--- src/rtl/grant_seq_pkg.sv ---
// Shared types and helpers for the grant sequencer: FSM state encoding,
// default port count and a one-hot to binary index converter.
package grant_seq_pkg;

  localparam int DEF_PORTS = 4;
  localparam int MAX_PORTS = 32;
  localparam int IDX_W     = $clog2(DEF_PORTS);

  typedef enum logic [1:0] {
    IDLE  = 2'd0,
    ARB   = 2'd1,
    GRANT = 2'd2,
    DONE  = 2'd3
  } state_e;

  // OR-reduce the indices of set bits; exact for a one-hot or zero input
  function automatic int unsigned onehot_to_idx(input logic [MAX_PORTS-1:0] oh);
    int unsigned r;
    r = 32'd0;
    for (int i = 0; i < MAX_PORTS; i++) begin
      r = r | (oh[i] ? unsigned'(i) : 32'd0);
    end
    return r;
  endfunction

endpackage

--- src/rtl/grant_sequencer_rr_pick.sv ---
// Combinational winner picker: first eligible index strictly after a base index,
// wrapping. Fixed priority is the same search with the base forced to N-1.
module rr_pick
  import grant_seq_pkg::*;
#(
  parameter int N_PORTS = DEF_PORTS,
  parameter int IW      = IDX_W
) (
  input  logic [N_PORTS-1:0] eligible,
  input  logic [IW-1:0]      last_idx,
  input  logic               rr_mode,
  output logic [N_PORTS-1:0] winner,
  output logic [IW-1:0]      winner_idx,
  output logic               any
);

  // Rotating scan; each position is visited exactly once so winner[pos] is written once
  always_comb begin
    int                   base;
    int                   pos;
    logic                 hit;
    logic [MAX_PORTS-1:0] wide;
    winner = '0;
    any    = 1'b0;
    base   = rr_mode ? int'(last_idx) : (N_PORTS - 1);
    for (int off = 1; off <= N_PORTS; off++) begin
      pos         = (base + off) % N_PORTS;
      hit         = !any && eligible[pos];
      winner[pos] = hit;
      any         = any | hit;
    end
    wide                = '0;
    wide[N_PORTS-1:0]   = winner;
    winner_idx          = IW'(onehot_to_idx(wide));
  end

endmodule

--- src/rtl/grant_sequencer.sv ---
// Once-per-round request sequencer: every requester present at arbitration time
// gets one registered one-hot grant, held until ack or timeout.
module grant_sequencer
  import grant_seq_pkg::*;
#(
  parameter int N_PORTS     = DEF_PORTS,
  parameter int RR_MODE     = 0,
  parameter int ACK_TIMEOUT = 15
) (
  input  logic                       clk,
  input  logic                       rst,
  input  logic                       start,
  input  logic [N_PORTS-1:0]         req,
  input  logic                       ack,
  output logic [N_PORTS-1:0]         grant,
  output logic [$clog2(N_PORTS)-1:0] grant_idx,
  output logic                       busy,
  output logic                       done,
  output logic [N_PORTS-1:0]         served,
  output logic                       timeout_err
);

  localparam int   IW      = $clog2(N_PORTS);
  localparam int   TW      = (ACK_TIMEOUT > 1) ? $clog2(ACK_TIMEOUT + 1) : 1;
  localparam int   TO_LAST = (ACK_TIMEOUT > 0) ? (ACK_TIMEOUT - 1) : 0;
  localparam logic TO_EN   = (ACK_TIMEOUT > 0);

  state_e             state_q, state_d;
  logic [N_PORTS-1:0] grant_q, grant_d;
  logic [IW-1:0]      grant_idx_q, grant_idx_d;
  logic               busy_q, busy_d;
  logic               done_q, done_d;
  logic [N_PORTS-1:0] served_q, served_d;
  logic               timeout_err_q, timeout_err_d;
  logic [N_PORTS-1:0] tag_q, tag_d;
  logic [IW-1:0]      last_idx_q, last_idx_d;
  logic [TW-1:0]      timer_q, timer_d;

  logic [N_PORTS-1:0] pick_oh;
  logic [IW-1:0]      pick_idx;
  logic               pick_any;
  logic               timeout_hit;

  rr_pick #(
    .N_PORTS (N_PORTS),
    .IW      (IW)
  ) u_pick (
    .eligible   (req & tag_q),
    .last_idx   (last_idx_q),
    .rr_mode    (RR_MODE != 0),
    .winner     (pick_oh),
    .winner_idx (pick_idx),
    .any        (pick_any)
  );

  assign timeout_hit = TO_EN && (timer_q == TW'(TO_LAST));

  // Round sequencing: tag marks ports still owed a grant this round
  always_comb begin
    state_d       = state_q;
    grant_d       = grant_q;
    grant_idx_d   = grant_idx_q;
    busy_d        = busy_q;
    done_d        = done_q;
    served_d      = served_q;
    timeout_err_d = timeout_err_q;
    tag_d         = tag_q;
    last_idx_d    = last_idx_q;
    timer_d       = timer_q;
    case (state_q)
      IDLE: begin
        if (start) begin
          tag_d         = '1;
          served_d      = '0;
          timeout_err_d = 1'b0;
          busy_d        = 1'b1;
          state_d       = ARB;
        end else begin
          state_d = IDLE;
        end
      end
      ARB: begin
        if (pick_any) begin
          grant_d     = pick_oh;
          grant_idx_d = pick_idx;
          timer_d     = '0;
          state_d     = GRANT;
        end else begin
          grant_d = '0;
          done_d  = 1'b1;
          state_d = DONE;
        end
      end
      GRANT: begin
        if (ack) begin
          tag_d[grant_idx_q]    = 1'b0;
          served_d[grant_idx_q] = 1'b1;
          last_idx_d            = grant_idx_q;
          grant_d               = '0;
          state_d               = ARB;
        end else if (timeout_hit) begin
          tag_d[grant_idx_q] = 1'b0;
          timeout_err_d      = 1'b1;
          last_idx_d         = grant_idx_q;
          grant_d            = '0;
          state_d            = ARB;
        end else begin
          timer_d = timer_q + TW'(1);
        end
      end
      DONE: begin
        done_d  = 1'b0;
        busy_d  = 1'b0;
        state_d = IDLE;
      end
      default: begin
        state_d = IDLE;
      end
    endcase
  end

  // State and output registers; reset clears grant asynchronously
  always_ff @(posedge clk or negedge rst) begin
    if (!rst) begin
      state_q       <= IDLE;
      grant_q       <= '0;
      grant_idx_q   <= '0;
      busy_q        <= 1'b0;
      done_q        <= 1'b0;
      served_q      <= '0;
      timeout_err_q <= 1'b0;
      tag_q         <= '1;
      last_idx_q    <= IW'(N_PORTS - 1);
      timer_q       <= '0;
    end else begin
      state_q       <= state_d;
      grant_q       <= grant_d;
      grant_idx_q   <= grant_idx_d;
      busy_q        <= busy_d;
      done_q        <= done_d;
      served_q      <= served_d;
      timeout_err_q <= timeout_err_d;
      tag_q         <= tag_d;
      last_idx_q    <= last_idx_d;
      timer_q       <= timer_d;
    end
  end

  assign grant       = grant_q;
  assign grant_idx   = grant_idx_q;
  assign busy        = busy_q;
  assign done        = done_q;
  assign served      = served_q;
  assign timeout_err = timeout_err_q;

endmodule

--- config.mk ---
export PLATFORM = sky130hd
export DESIGN_NAME = grant_sequencer
export DESIGN_NICKNAME = d
export VERILOG_FILES = /design/src/rtl/grant_seq_pkg.sv /design/src/rtl/grant_sequencer_rr_pick.sv /design/src/rtl/grant_sequencer.sv
export SDC_FILE = /design/constraint.sdc
export NUM_CORES = 1
export LEC_CHECK = 0
export CAP_MARGIN = 20
export CELL_PAD_IN_SITES_DETAIL_PLACEMENT = 2
export CELL_PAD_IN_SITES_GLOBAL_PLACEMENT = 2
export CORE_ASPECT_RATIO = 1.5
export CORE_MARGIN = 8
export CORE_UTILIZATION = 33
export DETAILED_ROUTE_END_ITERATION = 16
export HOLD_SLACK_MARGIN = 0.1
export PLACE_DENSITY = 0.78
export SYNTH_ARGS = -nofsm -noshare
export SYNTH_HDL_FRONTEND = slang
export SYNTH_SLANG_ARGS = --single-unit
export TNS_END_PERCENT = 30
--- constraint.sdc ---
create_clock -name clk -period 3.2 [get_ports clk]
set_input_delay 0.96 -clock clk [delete_from_list [all_inputs] [get_ports clk]]
set_output_delay 0.96 -clock clk [all_outputs]
set_load 0.05 [all_outputs]
==> flow_results.xml, run 1 <==
<?xml version="1.0" encoding="UTF-8"?>
<metrics>
  <group name="clock_network">
    <metric name="post-cts-setup-buffer-count" unit="">0</metric>
    <metric name="cts_resized" unit="">0</metric>
    <metric name="cts_tree" unit="">yes</metric>
    <metric name="cts.hold.buffers_added" unit="">0</metric>
    <metric name="max-clock-path-buffers" unit="">2</metric>
    <metric name="worstSkewPairLatency" unit="ns">0.27</metric>
    <metric name="cts.clk_slew.worst_paths" unit="ns">0.08</metric>
    <metric name="clock-sinks" unit="">23</metric>
    <metric name="clock_buffers_created_by_tritoncts" unit="">3</metric>
    <metric name="htreeDepth" unit="">1</metric>
    <metric name="root_buffer" unit="">sky130_fd_sc_hd__clkbuf_8</metric>
  </group>
  <group name="die">
    <metric name="die_h" unit="µm">85.7</metric>
    <metric name="core_region_area" unit="µm²">3130</metric>
    <metric name="io_pins" unit="">21</metric>
    <metric name="floorplan.die_area" unit="µm²">5360</metric>
    <metric name="start_util" unit="">0.342</metric>
    <metric name="chipWidth" unit="µm">62.5</metric>
    <metric name="core.rowCount" unit="">25</metric>
  </group>
  <group name="synth">
    <metric name="ys_seq_elements" unit="">23</metric>
    <metric name="synth-async-reset-ratio" unit="">1.00</metric>
    <metric name="count_of_mapped_cells_out_of_synthesis" unit="">108</metric>
    <metric name="synthesis.area_per_instance" unit="µm²">9.91</metric>
    <metric name="mappedNetlistArea" unit="µm²">1070</metric>
    <metric name="synthesis.yosys.warnings" unit="">0</metric>
    <metric name="postSynthNetCount" unit="">118</metric>
    <metric name="netlist-cell-type-count" unit="">31</metric>
    <metric name="synth-edff-count" unit="">0</metric>
    <metric name="postSynth.topFlopCell" unit="">sky130_fd_sc_hd__dfrtp_1</metric>
    <metric name="synth.yosys.seq_area_share" unit="">0.543</metric>
  </group>
  <group name="placement">
    <metric name="dp.cells" unit="">166</metric>
    <metric name="io_buffer_count" unit="">20</metric>
    <metric name="dpl.hpwl" unit="µm">2440</metric>
    <metric name="globalplace.congestion" unit="">0.752</metric>
  </group>
  <group name="job">
    <metric name="max_cap_viol_count" unit="">0</metric>
  </group>
  <group name="sta">
    <metric name="maxSlewViolCount" unit="">0</metric>
    <metric name="report.final.setup_viol" unit="">0</metric>
    <metric name="fin_setup_tns" unit="ns">0</metric>
    <metric name="layout_worst_path_cycle_share" unit="">0.800</metric>
    <metric name="max_slew.worst_pin.slew" unit="ns">0.709</metric>
    <metric name="final-hold-violation-count" unit="">0</metric>
    <metric name="max-slew-margin-rel" unit="">0.527</metric>
    <metric name="fin_crit" unit="ns">2.56</metric>
    <metric name="finClkSkew" unit="ns">0.00481</metric>
    <metric name="unrepaired_setup_endpoints_after_global_routing" unit="">no</metric>
    <metric name="max_freq" unit="MHz">391</metric>
  </group>
  <group name="grt">
    <metric name="via_count_of_the_first_global_routing_pass" unit="">1054</metric>
    <metric name="antenna_found_initial" unit="">0</metric>
    <metric name="grt-ovfl-total" unit="">0</metric>
    <metric name="grt_use_total" unit="">0.125</metric>
    <metric name="grt_max_degree" unit="">24</metric>
    <metric name="grt_pass1_wl" unit="µm">5380</metric>
  </group>
  <group name="route">
    <metric name="routed-via-count" unit="">913</metric>
    <metric name="first_iter_violations" unit="">19</metric>
    <metric name="postRouteWirelength" unit="µm">3120</metric>
    <metric name="antenna_left" unit="">0</metric>
    <metric name="post_drt_via_cell_ratio" unit="">5.37</metric>
    <metric name="wl_per_cell" unit="µm">18.4</metric>
    <metric name="drtPass1Iterations" unit="">4</metric>
    <metric name="post-route-drc-count" unit="">0</metric>
  </group>
  <group name="cells_and_area">
    <metric name="non_filler_instance_count_after_layout" unit="">170</metric>
    <metric name="antenna_diode_count" unit="">0</metric>
    <metric name="final_net_count" unit="">141</metric>
    <metric name="flow.area_growth_from_synthesis" unit="%">27.4</metric>
    <metric name="final_layout_size_suffix_gt1_frac" unit="">0.108</metric>
  </group>
  <group name="critical_path">
    <metric name="critical_path_depth" unit="">1</metric>
    <metric name="crit_buf_inv" unit="">1</metric>
    <metric name="rr_worst_depth" unit="">6</metric>
    <metric name="path_cells" unit="">clkdlybuf4s50_1</metric>
    <metric name="crit_type" unit="">reg2out</metric>
    <metric name="cp.arrival" unit="ns">1.60</metric>
    <metric name="critical_path_peak_fanout" unit="">7</metric>
    <metric name="critPathRequiredTime" unit="ns">2.24</metric>
    <metric name="timing.critical_path.to" unit="">grant_idx[0]</metric>
    <metric name="setup.worst_path.end_class" unit="">output port</metric>
    <metric name="critical-path-max-stage-delay" unit="ns">0.85</metric>
    <metric name="reg2reg_to" unit="">timer_q[0]</metric>
    <metric name="cpMaxStageDelayCell" unit="">sky130_fd_sc_hd__clkdlybuf4s50_1</metric>
    <metric name="worst_path_dominant_cell_family" unit="">buffers and inverters</metric>
    <metric name="crit-reg2reg-launch" unit="">timer_q[0]</metric>
    <metric name="worst_setup_path_start_kind" unit="">register</metric>
    <metric name="regToRegSetupSlack" unit="ns">1.55</metric>
    <metric name="worst_setup_path_startpoint" unit="">grant_idx[0]</metric>
  </group>
  <group name="power_and_ir_drop">
    <metric name="combPwrFrac" unit="">0.489</metric>
    <metric name="internal_power" unit="µW">738</metric>
    <metric name="psw" unit="µW">666</metric>
    <metric name="clock_power_share" unit="">0.132</metric>
    <metric name="seqPwrFrac" unit="">0.379</metric>
    <metric name="power.density" unit="nW/µm²">1030</metric>
    <metric name="lkg_pwr" unit="µW">0.000586</metric>
    <metric name="swShare" unit="">0.475</metric>
    <metric name="peakVddDrop" unit="µV">429</metric>
  </group>
  <group name="hold_path">
    <metric name="hp-class" unit="">reg2reg</metric>
  </group>
  <group name="outcome">
    <metric name="result_of_the_run" unit="">finished, final reports clean</metric>
  </group>
</metrics>
-- registers in the layout, indices dropped and copies added (netlist names) --
name,count
timeout_err,1
done,1
busy,1
state_q,2
tag_q,4
grant,4
served,4
grant_idx,2
timer_q,4
-- logic make-up (layout without fill, tap and decap cells) --
group,after synthesis,after routing,synth area share
adders and majority gates,2,2,0.0234
DFF,23,23,0.543
and+or+nand+nor,46,46,0.213
buffers and inverters,6,28,0.0234
AOI/OAI and AO/OA,31,31,0.198
-- power by group through the flow --
stage                     combinational, µW  sequential, µW  clock [µW]
after floorplan                         265             711           0
after global placement                  668             530           0
after detailed placement                695             539           0
after CTS                               698             533         194
after global routing                    741             553         202
final                                   687             532         185
-- Yosys cell counts, types with 2 or more instances --
| master | number | area [µm²] |
|---|---|---|
| sky130_fd_sc_hd__dfstp_2 | 4 | 105 |
| sky130_fd_sc_hd__nand3_1 | 7 | 35.0 |
| sky130_fd_sc_hd__nor2_1 | 19 | 71.3 |
| sky130_fd_sc_hd__ha_1 | 2 | 25.0 |
| sky130_fd_sc_hd__a41oi_1 | 2 | 17.5 |
| sky130_fd_sc_hd__a31oi_1 | 5 | 31.3 |
| sky130_fd_sc_hd__nand2_1 | 8 | 30.0 |
| sky130_fd_sc_hd__nor2b_1 | 4 | 25.0 |
| sky130_fd_sc_hd__dfrtp_1 | 19 | 475 |
| sky130_fd_sc_hd__and3_1 | 2 | 12.5 |
| sky130_fd_sc_hd__o21ai_2 | 2 | 17.5 |
| sky130_fd_sc_hd__inv_1 | 2 | 7.51 |
| sky130_fd_sc_hd__buf_2 | 2 | 10.0 |
| sky130_fd_sc_hd__nand2b_1 | 2 | 12.5 |
| sky130_fd_sc_hd__o21ai_0 | 2 | 10.0 |
| sky130_fd_sc_hd__clkbuf_1 | 2 | 7.51 |
| sky130_fd_sc_hd__a21oi_1 | 10 | 50.1 |
-- layout make-up --
class                   instances  area [µm²]
fillers                       343        1770
inverters                       2        7.51
flip-flops and latches         23         581
repair buffers                 22         215
well taps                      40        50.0
multi-input cells              79         464
clock buffers                   4        45.0
-- how the worst min path moves through the flow --
stage | cells past startpoint | from | slack, ns | endpoint
2_1_floorplan | 2 | tag_q[3] | 0.48 | tag_q[3]
3_3_place_gp | 2 | grant[2] | 0.49 | grant[2]
3_5_place_dp | 2 | served[3] | 0.50 | served[3]
4_1_cts | 2 | grant[2] | 0.53 | grant[2]
5_1_grt | 2 | served[2] | 0.56 | served[2]
6_report | 2 | grant[2] | 0.51 | grant[2]
-- metrics by stage --
step | cell area, µm² | hold slack, ns | util | total power, µW | setup WS, ns
after floorplan | 1070 | 0.481 | - | 976 | 1.26
after global placement | 1320 | 0.486 | 0.421 | 1200 | 0.604
after detailed placement | 1320 | 0.497 | 0.421 | 1230 | 0.528
after CTS | 1360 | 0.526 | 0.436 | 1430 | 0.621
after global routing | 1360 | 0.557 | 0.436 | 1500 | 0.574
final | 1360 | 0.512 | 0.436 | 1400 | 0.640
-- per-layer routing --
layer  global-route usage  part of all wire  vias to the layer above  routed length, µm
met5                    0                 0                        -                  0
met3               0.0300             0.036                        4                112
met4               0.0438             0.013                        0                 40
li1                     -                 -                      430                  -
met1                0.143              0.43                      463               1330
met2                0.220              0.52                       16               1640
-- layout by cell type, fill, tap and decap left out, drive strengths merged --
master / instances
a222oi: 1
nor3: 2
a22oi: 1
a41oi: 2
a32oi: 1
a31o: 1
nand3: 7
nand3b: 1
and2: 1
a21o: 1
o22a: 1
ha: 2
o22ai: 1
a32o: 1
inv: 2
clkdlybuf4s50: 20
nand2: 8
nor2b: 4
nor2: 19
o32ai: 1
dfstp: 4
and3: 2
clkbuf: 4
a31oi: 5
buf: 2
o21ai: 4
nand2b: 2
o2bb2ai: 1
dfrtp: 19
a21oi: 10
No activity file was read; power rests on OpenSTA's default activity.
==> run 2, diff against run 1 <==
Settings changed: CORE_UTILIZATION 33 to 28, PLACE_DENSITY 0.78 to 0.71.
Clock period 3.2 ns to 2.14 ns, I/O delays scaled along.
==> flow_results.xml, run 2 (synthesis gave the netlist of run 1 again) <==
<?xml version="1.0" encoding="UTF-8"?>
<metrics>
  <group name="die">
    <metric name="die_h" unit="µm">91.7</metric>
    <metric name="start_util" unit="">0.291</metric>
    <metric name="chipWidth" unit="µm">66.5</metric>
    <metric name="floorplan.die_area" unit="µm²">6100</metric>
    <metric name="core.rowCount" unit="">27</metric>
    <metric name="io_pins" unit="">21</metric>
    <metric name="core_region_area" unit="µm²">3680</metric>
  </group>
  <group name="job">
    <metric name="max_cap_viol_count" unit="">0</metric>
  </group>
  <group name="power_and_ir_drop">
    <metric name="total_power" unit="µW">2050</metric>
    <metric name="seqPwrFrac" unit="">0.387</metric>
    <metric name="psw" unit="µW">973</metric>
    <metric name="peakVddDrop" unit="µV">661</metric>
    <metric name="swShare" unit="">0.474</metric>
    <metric name="power.density" unit="nW/µm²">1510</metric>
    <metric name="clock_power_share" unit="">0.131</metric>
    <metric name="lkg_pwr" unit="µW">0.000624</metric>
    <metric name="internal_power" unit="µW">1080</metric>
    <metric name="combPwrFrac" unit="">0.482</metric>
  </group>
  <group name="placement">
    <metric name="io_buffer_count" unit="">20</metric>
    <metric name="dp.cells" unit="">172</metric>
    <metric name="dpl.hpwl" unit="µm">2290</metric>
    <metric name="placement.setup.worst_slack" unit="ns">0.0432</metric>
    <metric name="globalplace.congestion" unit="">0.820</metric>
  </group>
  <group name="clock_network">
    <metric name="clock-sinks" unit="">23</metric>
    <metric name="cts_resized" unit="">0</metric>
    <metric name="root_buffer" unit="">sky130_fd_sc_hd__clkbuf_8</metric>
    <metric name="cts_tree" unit="">yes</metric>
    <metric name="cts.clk_slew.worst_paths" unit="ns">0.09</metric>
    <metric name="htreeDepth" unit="">1</metric>
    <metric name="worstSkewPairLatency" unit="ns">0.26</metric>
    <metric name="post-cts-setup-buffer-count" unit="">0</metric>
    <metric name="clock_buffers_created_by_tritoncts" unit="">3</metric>
    <metric name="max-clock-path-buffers" unit="">2</metric>
    <metric name="cts.hold.buffers_added" unit="">0</metric>
  </group>
  <group name="grt">
    <metric name="grt_max_degree" unit="">24</metric>
    <metric name="grt-ovfl-total" unit="">0</metric>
    <metric name="gr-usage-met2" unit="">0.180</metric>
    <metric name="global_route.usage.met1" unit="">0.118</metric>
    <metric name="gr-usage-met3" unit="">0.0171</metric>
    <metric name="globalRoute.busiestLayer" unit="">met2</metric>
    <metric name="antenna_found_initial" unit="">0</metric>
    <metric name="grt_use_total" unit="">0.101</metric>
    <metric name="via_count_of_the_first_global_routing_pass" unit="">1059</metric>
    <metric name="grt_pass1_wl" unit="µm">5000</metric>
  </group>
  <group name="route">
    <metric name="postRouteWirelength" unit="µm">2880</metric>
    <metric name="routed-via-count" unit="">899</metric>
    <metric name="post-route-drc-count" unit="">0</metric>
    <metric name="antenna_left" unit="">0</metric>
    <metric name="drtPass1Iterations" unit="">4</metric>
    <metric name="post_drt_via_cell_ratio" unit="">5.11</metric>
    <metric name="wl_per_cell" unit="µm">16.4</metric>
    <metric name="first_iter_violations" unit="">7</metric>
  </group>
  <group name="sta">
    <metric name="report.final.setup_viol" unit="">0</metric>
    <metric name="fin_crit" unit="ns">1.81</metric>
    <metric name="max-slew-margin-rel" unit="">0.719</metric>
    <metric name="max_freq" unit="MHz">554</metric>
    <metric name="setup_slack_of_the_critical_path_after_layout" unit="ns">0.334</metric>
    <metric name="maxSlewViolCount" unit="">0</metric>
    <metric name="layout_worst_path_cycle_share" unit="">0.844</metric>
    <metric name="finClkSkew" unit="ns">0.00579</metric>
    <metric name="max_slew.worst_pin.slew" unit="ns">0.421</metric>
    <metric name="fin_setup_tns" unit="ns">0</metric>
    <metric name="final-hold-violation-count" unit="">0</metric>
    <metric name="unrepaired_setup_endpoints_after_global_routing" unit="">no</metric>
  </group>
  <group name="critical_path">
    <metric name="crit_type" unit="">in2reg</metric>
    <metric name="worst_setup_path_start_kind" unit="">input port</metric>
    <metric name="critPathRequiredTime" unit="ns">2.29</metric>
    <metric name="cp.arrival" unit="ns">1.96</metric>
    <metric name="critical_path_peak_fanout" unit="">5</metric>
    <metric name="setup.worst_path.end_class" unit="">register</metric>
  </group>
  <group name="outcome">
    <metric name="result_of_the_run" unit="">finished, final reports clean</metric>
  </group>
  <group name="cells_and_area">
    <metric name="layout.cells.most_common_list" unit="">sky130_fd_sc_hd__nor2_1 (19), sky130_fd_sc_hd__dfrtp_1 (19), sky130_fd_sc_hd__buf_4 (18)</metric>
    <metric name="antenna_diode_count" unit="">0</metric>
    <metric name="flow.area_growth_from_synthesis" unit="%">26.9</metric>
    <metric name="non_filler_instance_count_after_layout" unit="">176</metric>
    <metric name="fillCellCount" unit="">431</metric>
    <metric name="final_layout_size_suffix_gt1_frac" unit="">0.233</metric>
    <metric name="final_net_count" unit="">144</metric>
  </group>
  <group name="hold_path">
    <metric name="hp-class" unit="">reg2reg</metric>
  </group>
</metrics>
run 2: worst max-delay path, stage by stage:
cell and delay, ns:
sky130_fd_sc_hd__clkdlybuf4s50_1 0.45, sky130_fd_sc_hd__a222oi_1 0.35, sky130_fd_sc_hd__buf_4 0.19, sky130_fd_sc_hd__a21oi_1 0.11, sky130_fd_sc_hd__o22a_1 0.21
run 2: area by class of cell:
class	instances	area [µm²]	area share
tap	43	53.8	0.0396
sequential	23	581	0.428
timing repair buffer	25	205	0.151
inverter	2	7.51	0.00553
multi-input combinational	79	464	0.342
clock buffer	3	41.3	0.0304
clock inverter	1	5.00	0.00369
run 2: worst paths after layout:
path / slack [ns] / from / cells after the start / end
worst max-delay path: 0.33 / req[0] / 5 / grant_idx[1]
min in group asynchronous: 0.73 / rst / 2 / served[2]
worst min-delay path: 0.51 / tag_q[3] / 2 / tag_q[3]
max in group asynchronous: 1.13 / rst / 2 / tag_q[3]
worst min register to register: 0.51 / tag_q[3] / 2 / tag_q[3]
worst max register to register: 0.52 / timer_q[0] / 6 / timer_q[0]
run 2: routing by layer:
layer / vias up / wire length, µm
li1: 440 / -
met1: 447 / 1220
met2: 10 / 1570
met3: 2 / 74
met4: 0 / 17
met5: - / 0
run 2: power by group through the flow:
stage / Clock [µW] / Combinational, µW / Sequential, µW
after detailed placement: 0 / 1010 / 804
after global placement: 0 / 980 / 794
after CTS: 281 / 1010 / 797
after global routing: 293 / 1070 / 825
after floorplan: 0 / 396 / 1060
final: 269 / 990 / 794
run 2: stage by stage:
stage          area [µm²]  hold slack [ns]   util
2_1_floorplan        1070            0.346      -
3_5_place_dp         1310            0.496  0.356
4_1_cts              1360            0.510  0.369
5_1_grt              1360            0.548  0.369
6_report             1360            0.509  0.369
3_3_place_gp         1310            0.485  0.356
==> run 3, diff against run 2 <==
Clock period 2.14 ns to 1.55 ns, I/O delays scaled along.
==> flow_results.xml, run 3 (synthesis gave the netlist of run 1 again) <==
<?xml version="1.0" encoding="UTF-8"?>
<metrics>
  <group name="outcome">
    <metric name="result_of_the_run" unit="">finished, final reports clean</metric>
  </group>
  <group name="sta">
    <metric name="setup_slack_of_the_critical_path_after_layout" unit="ns">0.0674</metric>
    <metric name="max_slew.worst_pin.slew" unit="ns">0.304</metric>
    <metric name="max-slew-margin-rel" unit="">0.798</metric>
    <metric name="max_freq" unit="MHz">674</metric>
    <metric name="maxSlewViolCount" unit="">0</metric>
    <metric name="fin_crit" unit="ns">1.48</metric>
    <metric name="finClkSkew" unit="ns">0.00745</metric>
    <metric name="report.final.setup_viol" unit="">0</metric>
    <metric name="layout_worst_path_cycle_share" unit="">0.957</metric>
    <metric name="final-hold-violation-count" unit="">0</metric>
    <metric name="unrepaired_setup_endpoints_after_global_routing" unit="">yes</metric>
  </group>
  <group name="power_and_ir_drop">
    <metric name="seqPwrFrac" unit="">0.326</metric>
    <metric name="internal_power" unit="µW">1900</metric>
    <metric name="total_power" unit="µW">3410</metric>
    <metric name="peakVddDrop" unit="µV">1240</metric>
    <metric name="power.density" unit="nW/µm²">2090</metric>
    <metric name="lkg_pwr" unit="µW">0.000748</metric>
    <metric name="combPwrFrac" unit="">0.561</metric>
    <metric name="swShare" unit="">0.441</metric>
    <metric name="clock_power_share" unit="">0.113</metric>
    <metric name="psw" unit="µW">1500</metric>
  </group>
  <group name="clock_network">
    <metric name="max-clock-path-buffers" unit="">2</metric>
    <metric name="htreeDepth" unit="">1</metric>
    <metric name="root_buffer" unit="">sky130_fd_sc_hd__clkbuf_8</metric>
    <metric name="cts.hold.buffers_added" unit="">0</metric>
    <metric name="clock-sinks" unit="">23</metric>
    <metric name="post-cts-setup-buffer-count" unit="">0</metric>
    <metric name="clock_buffers_created_by_tritoncts" unit="">3</metric>
    <metric name="cts.clk_slew.worst_paths" unit="ns">0.09</metric>
    <metric name="worstSkewPairLatency" unit="ns">0.27</metric>
    <metric name="cts_tree" unit="">yes</metric>
  </group>
  <group name="grt">
    <metric name="grt-ovfl-total" unit="">0</metric>
    <metric name="grt_pass1_wl" unit="µm">6050</metric>
    <metric name="grt_max_degree" unit="">24</metric>
    <metric name="antenna_found_initial" unit="">0</metric>
    <metric name="via_count_of_the_first_global_routing_pass" unit="">1191</metric>
    <metric name="grt_use_total" unit="">0.127</metric>
  </group>
  <group name="cells_and_area">
    <metric name="flow.area_growth_from_synthesis" unit="%">52.6</metric>
    <metric name="layout.cells.most_common_list" unit="">sky130_fd_sc_hd__nor2_1 (19), sky130_fd_sc_hd__dfrtp_1 (19), sky130_fd_sc_hd__buf_4 (15)</metric>
    <metric name="post-route-cell-area" unit="µm²">1630</metric>
    <metric name="final_layout_size_suffix_gt1_frac" unit="">0.313</metric>
    <metric name="final_net_count" unit="">155</metric>
    <metric name="antenna_diode_count" unit="">0</metric>
  </group>
  <group name="route">
    <metric name="antenna_left" unit="">0</metric>
    <metric name="wl_met1" unit="µm">1410</metric>
    <metric name="wl_per_cell" unit="µm">18.6</metric>
    <metric name="post-route-drc-count" unit="">0</metric>
    <metric name="postRouteWirelength" unit="µm">3480</metric>
    <metric name="met3_length" unit="µm">86</metric>
    <metric name="maxUsedRoutingLayer" unit="">met4</metric>
    <metric name="drtPass1Iterations" unit="">4</metric>
    <metric name="post_drt_via_cell_ratio" unit="">5.15</metric>
    <metric name="routed-via-count" unit="">963</metric>
    <metric name="met2RoutedLength" unit="µm">1960</metric>
    <metric name="first_iter_violations" unit="">15</metric>
  </group>
  <group name="critical_path">
    <metric name="crit_type" unit="">reg2reg</metric>
    <metric name="rr_worst_depth" unit="">6</metric>
    <metric name="path_cells" unit="">inv_1 &gt; ha_1 &gt; a31oi_2 &gt; buf_4 &gt; a21oi_1 &gt; nor3_2</metric>
    <metric name="worst_setup_path_start_kind" unit="">register</metric>
    <metric name="cp.arrival" unit="ns">1.68</metric>
    <metric name="crit-reg2reg-launch" unit="">timer_q[0]</metric>
    <metric name="critical-path-max-stage-delay" unit="ns">0.37</metric>
    <metric name="critical_path_peak_fanout" unit="">4</metric>
    <metric name="cpMaxStageDelayCell" unit="">sky130_fd_sc_hd__dfrtp_1</metric>
    <metric name="regToRegSetupSlack" unit="ns">0.07</metric>
    <metric name="reg2reg_to" unit="">timer_q[1]</metric>
    <metric name="critPathRequiredTime" unit="ns">1.75</metric>
    <metric name="setup.worst_path.end_class" unit="">register</metric>
  </group>
  <group name="placement">
    <metric name="dpl.hpwl" unit="µm">2600</metric>
    <metric name="dpl_cell_area" unit="µm²">1570</metric>
    <metric name="globalplace.congestion" unit="">0.769</metric>
    <metric name="placement.setup.worst_slack" unit="ns">-0.334</metric>
    <metric name="io_buffer_count" unit="">20</metric>
  </group>
  <group name="die">
    <metric name="io_pins" unit="">21</metric>
    <metric name="floorplan.die_area" unit="µm²">6100</metric>
    <metric name="chipWidth" unit="µm">66.5</metric>
    <metric name="die_h" unit="µm">91.7</metric>
    <metric name="core.rowCount" unit="">27</metric>
    <metric name="start_util" unit="">0.291</metric>
    <metric name="core_region_area" unit="µm²">3680</metric>
  </group>
  <group name="hold_path">
    <metric name="hp-class" unit="">in2async</metric>
  </group>
  <group name="job">
    <metric name="max_cap_viol_count" unit="">0</metric>
  </group>
</metrics>
-- run 3: cell count changes in the layout (fill, tap and decap cells not counted), sizes merged --
cell           before  now
clkdlybuf4s50       7    3
dlygate4sd2         0    2
dlymetal6s2s        0    2
buf                18   29
-- run 3: metrics by stage --
step	hold slack, ns	instances	TNS (ns)	utilization
after floorplan	0.169	108	0	-
after global placement	0.493	183	-2.67	0.426
after detailed placement	0.522	183	-3.32	0.426
after CTS	0.541	187	0	0.442
after global routing	0.565	187	-0.0575	0.443
final	0.541	187	0	0.443
-- run 3: routing by layer --
metal | GRT usage | vias up
met5 | 0 | -
met4 | 0.0429 | 0
met3 | 0.0195 | 2
met2 | 0.232 | 10
met1 | 0.140 | 494
li1 | - | 457
-- run 3: worst max path at each step --
stage | from | end | slack (ns)
2_1_floorplan | req[0] | grant_idx[1] | 0.10
3_3_place_gp | req[0] | state_q[0] | -0.28
3_5_place_dp | req[0] | done | -0.33
4_1_cts | req[2] | done | 0.05
5_1_grt | timer_q[0] | timer_q[2] | -0.03
6_report | timer_q[0] | timer_q[1] | 0.07
-- run 3: layout make-up --
cell class	count	area [µm²]
Clock buffer	3	41.3
Inverter	2	7.51
Clock inverter	1	5.00
Fill cell	395	2050
Sequential cell	23	581
Multi-Input combinational cell	79	479
Timing Repair Buffer	36	465
Tap cell	43	53.8
-- run 3: worst max-delay path: cells and delay by family (launching register included) --
kind                     cells  cell delay (ns)
AO/OA/AOI/OAI                2             0.40
adder cells (fa/ha/maj)      1             0.24
buffers and inverters        2             0.24
flip-flops                   1             0.37
AND/OR/NAND/NOR              1             0.16
-- run 3: timing repair --
| action | CTS | global route |
|---|---|---|
| endpoints found under the setup margin | 6 | 5 |
| pin swaps | 1 | 1 |
| resized for setup | 5 | 2 |
-- run 3: power groups by stage --
| stage | clock, µW | combinational [µW] | sequential [µW] |
|---|---|---|---|
| CTS | 401 | 1940 | 1110 |
| global placement | 0 | 1850 | 1100 |
| global route | 420 | 2040 | 1150 |
| finish | 386 | 1910 | 1110 |
| detailed placement | 0 | 1900 | 1120 |
| floorplan | 0 | 546 | 1470 |
